**src/rtl/mem_req_scheduler.sv**
```systemverilog
// Request front end for the multi-bank memory: round-robin write/read arbitration,
// one memory op per cycle, read data returned through a 4-entry credit-checked FIFO.
module mem_req_scheduler #(
  parameter int unsigned ADDR_W = 11,
  parameter int unsigned DATA_W = 8
) (
  input  logic              i_clk,
  input  logic              i_rst_n,
  input  logic              i_wr_valid,
  output logic              o_wr_ready,
  input  logic [ADDR_W-1:0] i_wr_addr,
  input  logic [DATA_W-1:0] i_wr_data,
  input  logic              i_rd_valid,
  output logic              o_rd_ready,
  input  logic [ADDR_W-1:0] i_rd_addr,
  output logic              o_rsp_valid,
  input  logic              i_rsp_ready,
  output logic [DATA_W-1:0] o_rsp_data,
  output logic              o_mem_wen,
  output logic              o_mem_ren,
  output logic [ADDR_W-1:0] o_mem_waddr,
  output logic [ADDR_W-1:0] o_mem_raddr,
  output logic [DATA_W-1:0] o_mem_din,
  input  logic [DATA_W-1:0] i_mem_dout
);

  localparam int unsigned Depth = 4;
  localparam logic GntWrite = 1'b0;
  localparam logic GntRead  = 1'b1;

  logic              r_last_grant;
  logic              r_inflight;
  logic [DATA_W-1:0] r_fifo [Depth];
  logic [1:0]        r_wptr;
  logic [1:0]        r_rptr;
  logic [2:0]        r_count;

  logic w_rd_elig;
  logic w_gnt_wr;
  logic w_gnt_rd;
  logic w_push;
  logic w_pop;

  // Credit check counts the read still in the memory pipeline so its datum always has a slot.
  assign w_rd_elig = ({1'b0, r_count} + {3'b000, r_inflight}) < 4'd4;

  always_comb begin
    w_gnt_wr = 1'b0;
    w_gnt_rd = 1'b0;
    if (i_wr_valid && i_rd_valid && w_rd_elig) begin
      if (r_last_grant == GntRead) w_gnt_wr = 1'b1;
      else                         w_gnt_rd = 1'b1;
    end else if (i_wr_valid) begin
      w_gnt_wr = 1'b1;
    end else if (i_rd_valid && w_rd_elig) begin
      w_gnt_rd = 1'b1;
    end
  end

  assign o_wr_ready  = i_rst_n & w_gnt_wr;
  assign o_rd_ready  = i_rst_n & w_gnt_rd;
  assign o_mem_wen   = i_wr_valid & o_wr_ready;
  assign o_mem_ren   = i_rd_valid & o_rd_ready;
  assign o_mem_waddr = o_mem_wen ? i_wr_addr : '0;
  assign o_mem_din   = o_mem_wen ? i_wr_data : '0;
  assign o_mem_raddr = o_mem_ren ? i_rd_addr : '0;

  assign w_push      = r_inflight;
  assign o_rsp_valid = (r_count != 3'd0);
  assign w_pop       = o_rsp_valid & i_rsp_ready;
  assign o_rsp_data  = o_rsp_valid ? r_fifo[r_rptr] : '0;

  always_ff @(posedge i_clk or negedge i_rst_n) begin
    if (!i_rst_n) begin
      r_last_grant <= GntRead;
      r_inflight   <= 1'b0;
      r_wptr       <= 2'd0;
      r_rptr       <= 2'd0;
      r_count      <= 3'd0;
    end else begin
      if (o_mem_wen)      r_last_grant <= GntWrite;
      else if (o_mem_ren) r_last_grant <= GntRead;
      r_inflight <= o_mem_ren;
      if (w_push) r_wptr <= r_wptr + 2'd1;
      if (w_pop)  r_rptr <= r_rptr + 2'd1;
      unique case ({w_push, w_pop})
        2'b10:   r_count <= r_count + 3'd1;
        2'b01:   r_count <= r_count - 3'd1;
        default: r_count <= r_count;
      endcase
    end
  end

  // Storage needs no reset: reset clears count, so stale entries are never visible.
  always_ff @(posedge i_clk) begin
    if (i_rst_n && w_push) r_fifo[r_wptr] <= i_mem_dout;
  end

endmodule

```
**config.mk**
```make
export PLATFORM = sky130hd
export DESIGN_NAME = mem_req_scheduler
export DESIGN_NICKNAME = d
export VERILOG_FILES = /design/src/rtl/mem_req_scheduler.sv
export SDC_FILE = /design/constraint.sdc
export NUM_CORES = 1
export LEC_CHECK = 0
export CAP_MARGIN = 10
export CORE_MARGIN = 4
export CORE_UTILIZATION = 40
export CTS_CLUSTER_SIZE = 8
export DETAILED_ROUTE_END_ITERATION = 12
export HOLD_SLACK_MARGIN = 0.05
export PLACE_DENSITY = 0.75
export SLEW_MARGIN = 20
export SYNTH_ARGS = -nofsm -noshare
export SYNTH_HDL_FRONTEND = slang
export SYNTH_SLANG_ARGS = --single-unit
```
**constraint.sdc**
```tcl
create_clock -name i_clk -period 2.6 [get_ports i_clk]
set_clock_uncertainty 0.1 [all_clocks]
set_input_delay 0.39 -clock i_clk [delete_from_list [all_inputs] [get_ports i_clk]]
set_output_delay 0.39 -clock i_clk [all_outputs]
set_load 0.005 [all_outputs]
```
Yosys cells after proc, flatten, opt, wreduce, memory -nomap -nowiden
Memories as Yosys holds them, arrays and structs flattened.
Cells that the tools add are included.

storage, ports and cells
  register bits = 9
  bits in writable memories = 32
  bits of input ports = 43
  memories kept = 1

memory list
  memory  depth  width  read ports  clocked after Yosys merged registers in  wr ports  RTL line  text
  r_fifo  4      8      1           0                                        1         33        logic [DATA_W-1:0] r_fifo [Depth];

cells by class
  add/subtract/negate cells = 5
  magnitude comparators = 1
  equality and inequality tests = 2
  mux-type cells = 16
  bitwise operators = 5
  reductions and logical operators = 7

operators by type and width
  cell                                                  count
  two-way mux 11 bit                                    2
  two-way mux 8 bit                                     2
  two-way mux 1 bit                                     11
  case mux 3 bit (2 select lines)                       1
  AND 1 bit                                             5
  adder 2 x 1 -> 2 bit (second input constant)          2
  adder 3 x 1 -> 4 bit                                  1
  logical AND 1 bit                                     4
  < comparator 4 x 3 -> 1 bit (second input constant)   1
  nonzero test 2 bit                                    2
  adder 3 x 1 -> 3 bit (second input constant)          1
  nonzero test 3 bit                                    1
  subtractor 3 x 1 -> 3 bit (second input constant)     1
  equality test 2 x 1 -> 1 bit (second input constant)  1
  equality test 2 bit (second input constant)           1

Longest topological paths before layout
  depth after elaboration = 10
  gate-level depth with buffers = 8
  mapped depth without buffers = 8

Worst setup path after synthesis
OpenSTA, ideal clock, no wires.

  path kind = flip-flop to flip-flop
  start point = register r_count[2]
  end point = register r_count[2]
  setup time = 0.125 ns
  data arrival time = 1.697 ns
  required time = 2.375 ns
  setup slack = 0.678 ns
  cell stages (with the launch flop) = 9
  path buffers = 0
  period minus slack after synthesis = 1.922 ns
  cell sequence = dfrtp_1 > or3_1 > and2_4 > ha_1 > inv_1 > fa_1 > xor2_1 > nor2_1 > xor2_1

between the ends
  word-level cells in the longest chain between the ends = 4

ends and longest elaborated chain
  what                                                                   RTL line  text
  from (decl)                                                            36        logic [2:0] r_count;
  from (signal assigned)                                                 87        2'b10: r_count <= r_count + 3'd1;
  from (signal assigned)                                                 88        2'b01: r_count <= r_count - 3'd1;
  from (signal assigned)                                                 89        default: r_count <= r_count;
  nonzero test 3 bit                                                     69        assign o_rsp_valid = (r_count != 3'd0);
  AND 1 bit                                                              70        assign w_pop = o_rsp_valid & i_rsp_ready;
  equality test 2 x 1 -> 1 bit or equality test 2 bit (tied branches)    86        unique case ({w_push, w_pop})
  case mux 3 bit (2 select lines) or nonzero test 2 bit (tied branches)  --

Several ways; a longest one is shown, not always the timed one.
A chain may end at the register's enable or synchronous reset.

Worst setup path after layout
  start point = input port i_rd_valid
  end point = output port o_mem_raddr[1]

between the ends
  word-level cells in the longest chain between the ends = 7

ends and longest elaborated chain
  what                    RTL line  text
  from (decl)             13        input logic i_rd_valid,
  logical AND 1 bit       55        end else if (i_rd_valid && w_rd_elig) begin
  two-way mux 1 bit       55
  two-way mux 1 bit       53        end else if (i_wr_valid) begin
  two-way mux 1 bit       50        if (i_wr_valid && i_rd_valid && w_rd_elig) begin
  AND 1 bit               61        assign o_rd_ready = i_rst_n & w_gnt_rd;
  AND 1 bit (*)           63        assign o_mem_ren = i_rd_valid & o_rd_ready;
  two-way mux 11 bit (*)  66        assign o_mem_raddr = o_mem_ren ? i_rd_addr : '0;
  to (decl)               22        output logic [ADDR_W-1:0] o_mem_raddr,

Every way passes the cells marked *; elsewhere a longest branch is shown, timed or not.

==> flow_metrics.py <==
metrics = {
    "critical_path": {
        "end_kind": "output pin",
        "worstPathMaxFanout": 13,
        "slowest_delay_ns": 0.51,
        "cp_common_cell": "clkdlybuf4s50_1",
        "critPathTopFamily": "buffers and inverters",
        "reg2reg_slack_ns": 0.29,
        "cp.required_ns": 2.11,
        "cp.buffers_inverters": 3,
        "cp_cell_sequence": "clkdlybuf4s50_1 -> nor2b_4 -> and4_1 -> buf_6 -> and2_1 -> clkdlybuf4s50_1",
        "worst_ep_arrival_time_ns": 2.06,
        "slowest_stage": "clkdlybuf4s50_1",
        "critical_path_class": "in -> out",
        "setup.worst_path.start_class": "input port",
    },
    "sta": {
        "timing.final.crit_share_pct": 98.2,
        "slew_headroom_pct": 68.1,
        "fmax_mhz": 392,
        "final_hold_viol_count": 0,
        "tightest_slew_ns": 0.478,
        "finalSetupViolCount": 0,
        "worst_hold_slack_ns": 0.423,
        "fin_crit_ns": 2.55,
        "final_max_slew_viol_count": 0,
        "finalWorstSetupSlack_ns": 0.0464,
    },
    "routing": {
        "m1WireLength_um": 1700,
        "antenna_left": 0,
        "routed.top_layer": "met4",
        "wl_per_cell_um": 14.7,
        "drt_wl_total_um": 4370,
        "wl_met3_um": 277,
        "vias_per_cell": 4.55,
        "drcViolationCount": 0,
        "drtIter0Drc": 37,
        "route.vias.total": 1352,
        "first_pass_iters": 4,
        "met2_length_um": 2330,
    },
    "cts": {
        "cts_tree": "yes",
        "cts-root-buf": "clkbuf_8",
        "cts_buffers": 5,
        "cts.sinks": 41,
        "h-tree-depth": 2,
        "cts.clk_slew.worst_paths_ns": 0.07,
        "clock_path_buffers": 2,
        "clk_latency_ns": 0.29,
    },
    "placement": {
        "hpwl_um": 3250,
        "place_congestion": 0.706,
        "place_inst": 285,
        "pre_cts_ws_ns": 0.0486,
        "port_buffers": 85,
    },
    "power_and_ir_drop": {
        "p_clk_share_pct": 22.3,
        "ir_worst_vdd_mv": 0.328,
        "finalPower_mw": 2.31,
        "intPower_mw": 1.69,
        "netSwitchingFraction_pct": 26.9,
        "power.density_mw_per_mm2": 751,
        "p_comb_share_pct": 39.1,
        "pwr-share-seq_pct": 38.6,
        "leakage_nw": 1.23,
        "power_switching_mw": 0.623,
    },
    "grt": {
        "grt.overflow.total": 0,
        "grtUsageTotal_pct": 14.9,
        "grt_pass1_wl_um": 6970,
        "antenna_found_initial": 0,
        "grt_max_degree": 21,
        "grt_pass1_vias": 1422,
    },
    "synth": {
        "ys_async_sr_fraction_pct": 22.0,
        "ys_seq_area_share_pct": 60.6,
        "syn_area_mm2": 0.00196,
        "yosys_warnings": 0,
        "synthFlopType": "edfxtp_1",
        "ys_ff_latch": 41,
        "synth_cells": 134,
        "postSynthAreaPerCell_um2": 14.6,
        "ys_types": 25,
        "synth-edff-count": 32,
        "synth_nets": 183,
    },
    "cells_and_area": {
        "final_cell_mix": "80 x clkdlybuf4s50_1, 38 x and2_1, 32 x edfxtp_1",
        "final-instance-count-excl-fill": 297,
        "nFillCells": 365,
        "drive_above_1_share_pct": 12.6,
        "area_growth_pct": 57.3,
        "antennaDiodeCount": 0,
        "final_common_cell": "clkdlybuf4s50_1",
        "nNetsFinal": 278,
    },
    "worst_hold_path": {
        "hold_class": "reg -> reg",
    },
    "run_status": {
        "status": "finished, final reports clean",
    },
    "die": {
        "die_w_um": 78.0,
        "start_util_pct": 41.5,
        "dieArea_mm2": 0.00608,
        "num_rows": 25,
        "io_pins": 86,
        "die_y_um": 78.0,
        "core_mm2": 0.00472,
    },
    "job": {
        "maxCapViolCount": 0,
    },
}
[per-stage QoR]
step,TNS [ns],util (%),area [um2]
floorplan,0,-,1960
global placement,0,61.1,2890
detailed placement,0,61.1,2890
CTS,0,63.6,3000
global route,-0.123,65.2,3080
finish,0,65.2,3080
[power by group through the flow]
stage               clock [mW]  sequential (mW)  combinational (mW)
global placement             0            0.904               0.871
CTS                      0.529            0.892               0.895
detailed placement           0            0.904               0.889
finish                   0.515            0.894               0.905
floorplan                    0            0.859               0.527
global route             0.562            0.907                1.00
[layout make-up]
type / count / area [um2] / share of cell area, %
clock buffer: 7 / 86.3 / 2.80
clock inverter: 1 / 30.0 / 0.975
inverter: 7 / 26.3 / 0.853
multi-input combinational: 79 / 714 / 23.2
sequential: 41 / 1190 / 38.6
tap: 67 / 83.8 / 2.72
timing repair buffer: 95 / 951 / 30.9
[sequential cells by signal, indices dropped and copies added, names as in the netlist]
signal	count
r_fifo	32
r_count	3
r_rptr	2
r_wptr	2
r_inflight	1
r_last_grant	1
[worst reg2reg max path: stages, from the launching register on]
cell and delay [ns]:
dfrtp_1 0.44, or3_1 0.57, and2_4 0.25, ha_1 0.20, inv_1 0.08, fa_1 0.18
xor2_1 0.17, nor2_1 0.07, xor2_1 0.14
[metal layers]
metal | GRT usage [%] | up-vias
li1 | - | 658
met1 | 17.1 | 647
met2 | 26.4 | 42
met3 | 3.71 | 5
met4 | 6.29 | 0
met5 | 0 | -
[path summary, 6_finish.rpt]
path	to	from	depth (start not counted)
max	o_mem_raddr[1]	i_rd_valid	6
min	r_wptr[0]$_DFFE_PN0P_	r_wptr[0]$_DFFE_PN0P_	1
max reg2reg	r_count[2]$_DFFE_PN0P_	r_count[2]$_DFFE_PN0P_	8
min reg2reg	r_wptr[0]$_DFFE_PN0P_	r_wptr[0]$_DFFE_PN0P_	1
max in group asynchronous	r_last_grant$_DFFE_PN1P_	i_rst_n	3
min in group asynchronous	r_count[1]$_DFFE_PN0P_	i_rst_n	3
[cells in the mapped netlist (2+ instances only)]
library cell  count  area (um2)
and2_1           38         238
edfxtp_1         32         961
dfrtp_1           8         200
mux4_2            8         180
inv_1             7        26.3
ha_1              5        62.6
a31oi_1           4        25.0
and3_1            4        25.0
xor2_1            4        35.0
buf_2             3        15.0
nand2_1           3        11.3
and4_1            2        17.5
buf_6             2        22.5
nand3_2           2        20.0
xnor2_1           2        17.5
[cells by family (layout without fill, tap and decap cells)]
| kind of cell | count (synthesis) | count (layout) | share of synthesized area, % |
|---|---|---|---|
| AND/OR/NAND/NOR | 53 | 53 | 17.3 |
| flip-flops | 41 | 41 | 60.6 |
| buffers and inverters | 14 | 110 | 3.90 |
| multiplexers | 9 | 9 | 9.71 |
| adder cells (fa/ha/maj) | 6 | 6 | 4.22 |
| XOR/XNOR | 6 | 6 | 2.68 |
| AO/OA/AOI/OAI | 5 | 5 | 1.53 |
[repair_timing]
| action | 4_1_cts | 5_1_grt |
|---|---|---|
| gates resized for setup | 0 | 13 |
| endpoints found under the hold margin | 0 | 8 |
| hold buffers | 0 | 2 |
| setup buffers | 0 | 1 |
| endpoints found under the setup margin | 0 | 30 |
(Power assumes the default switching activity.)
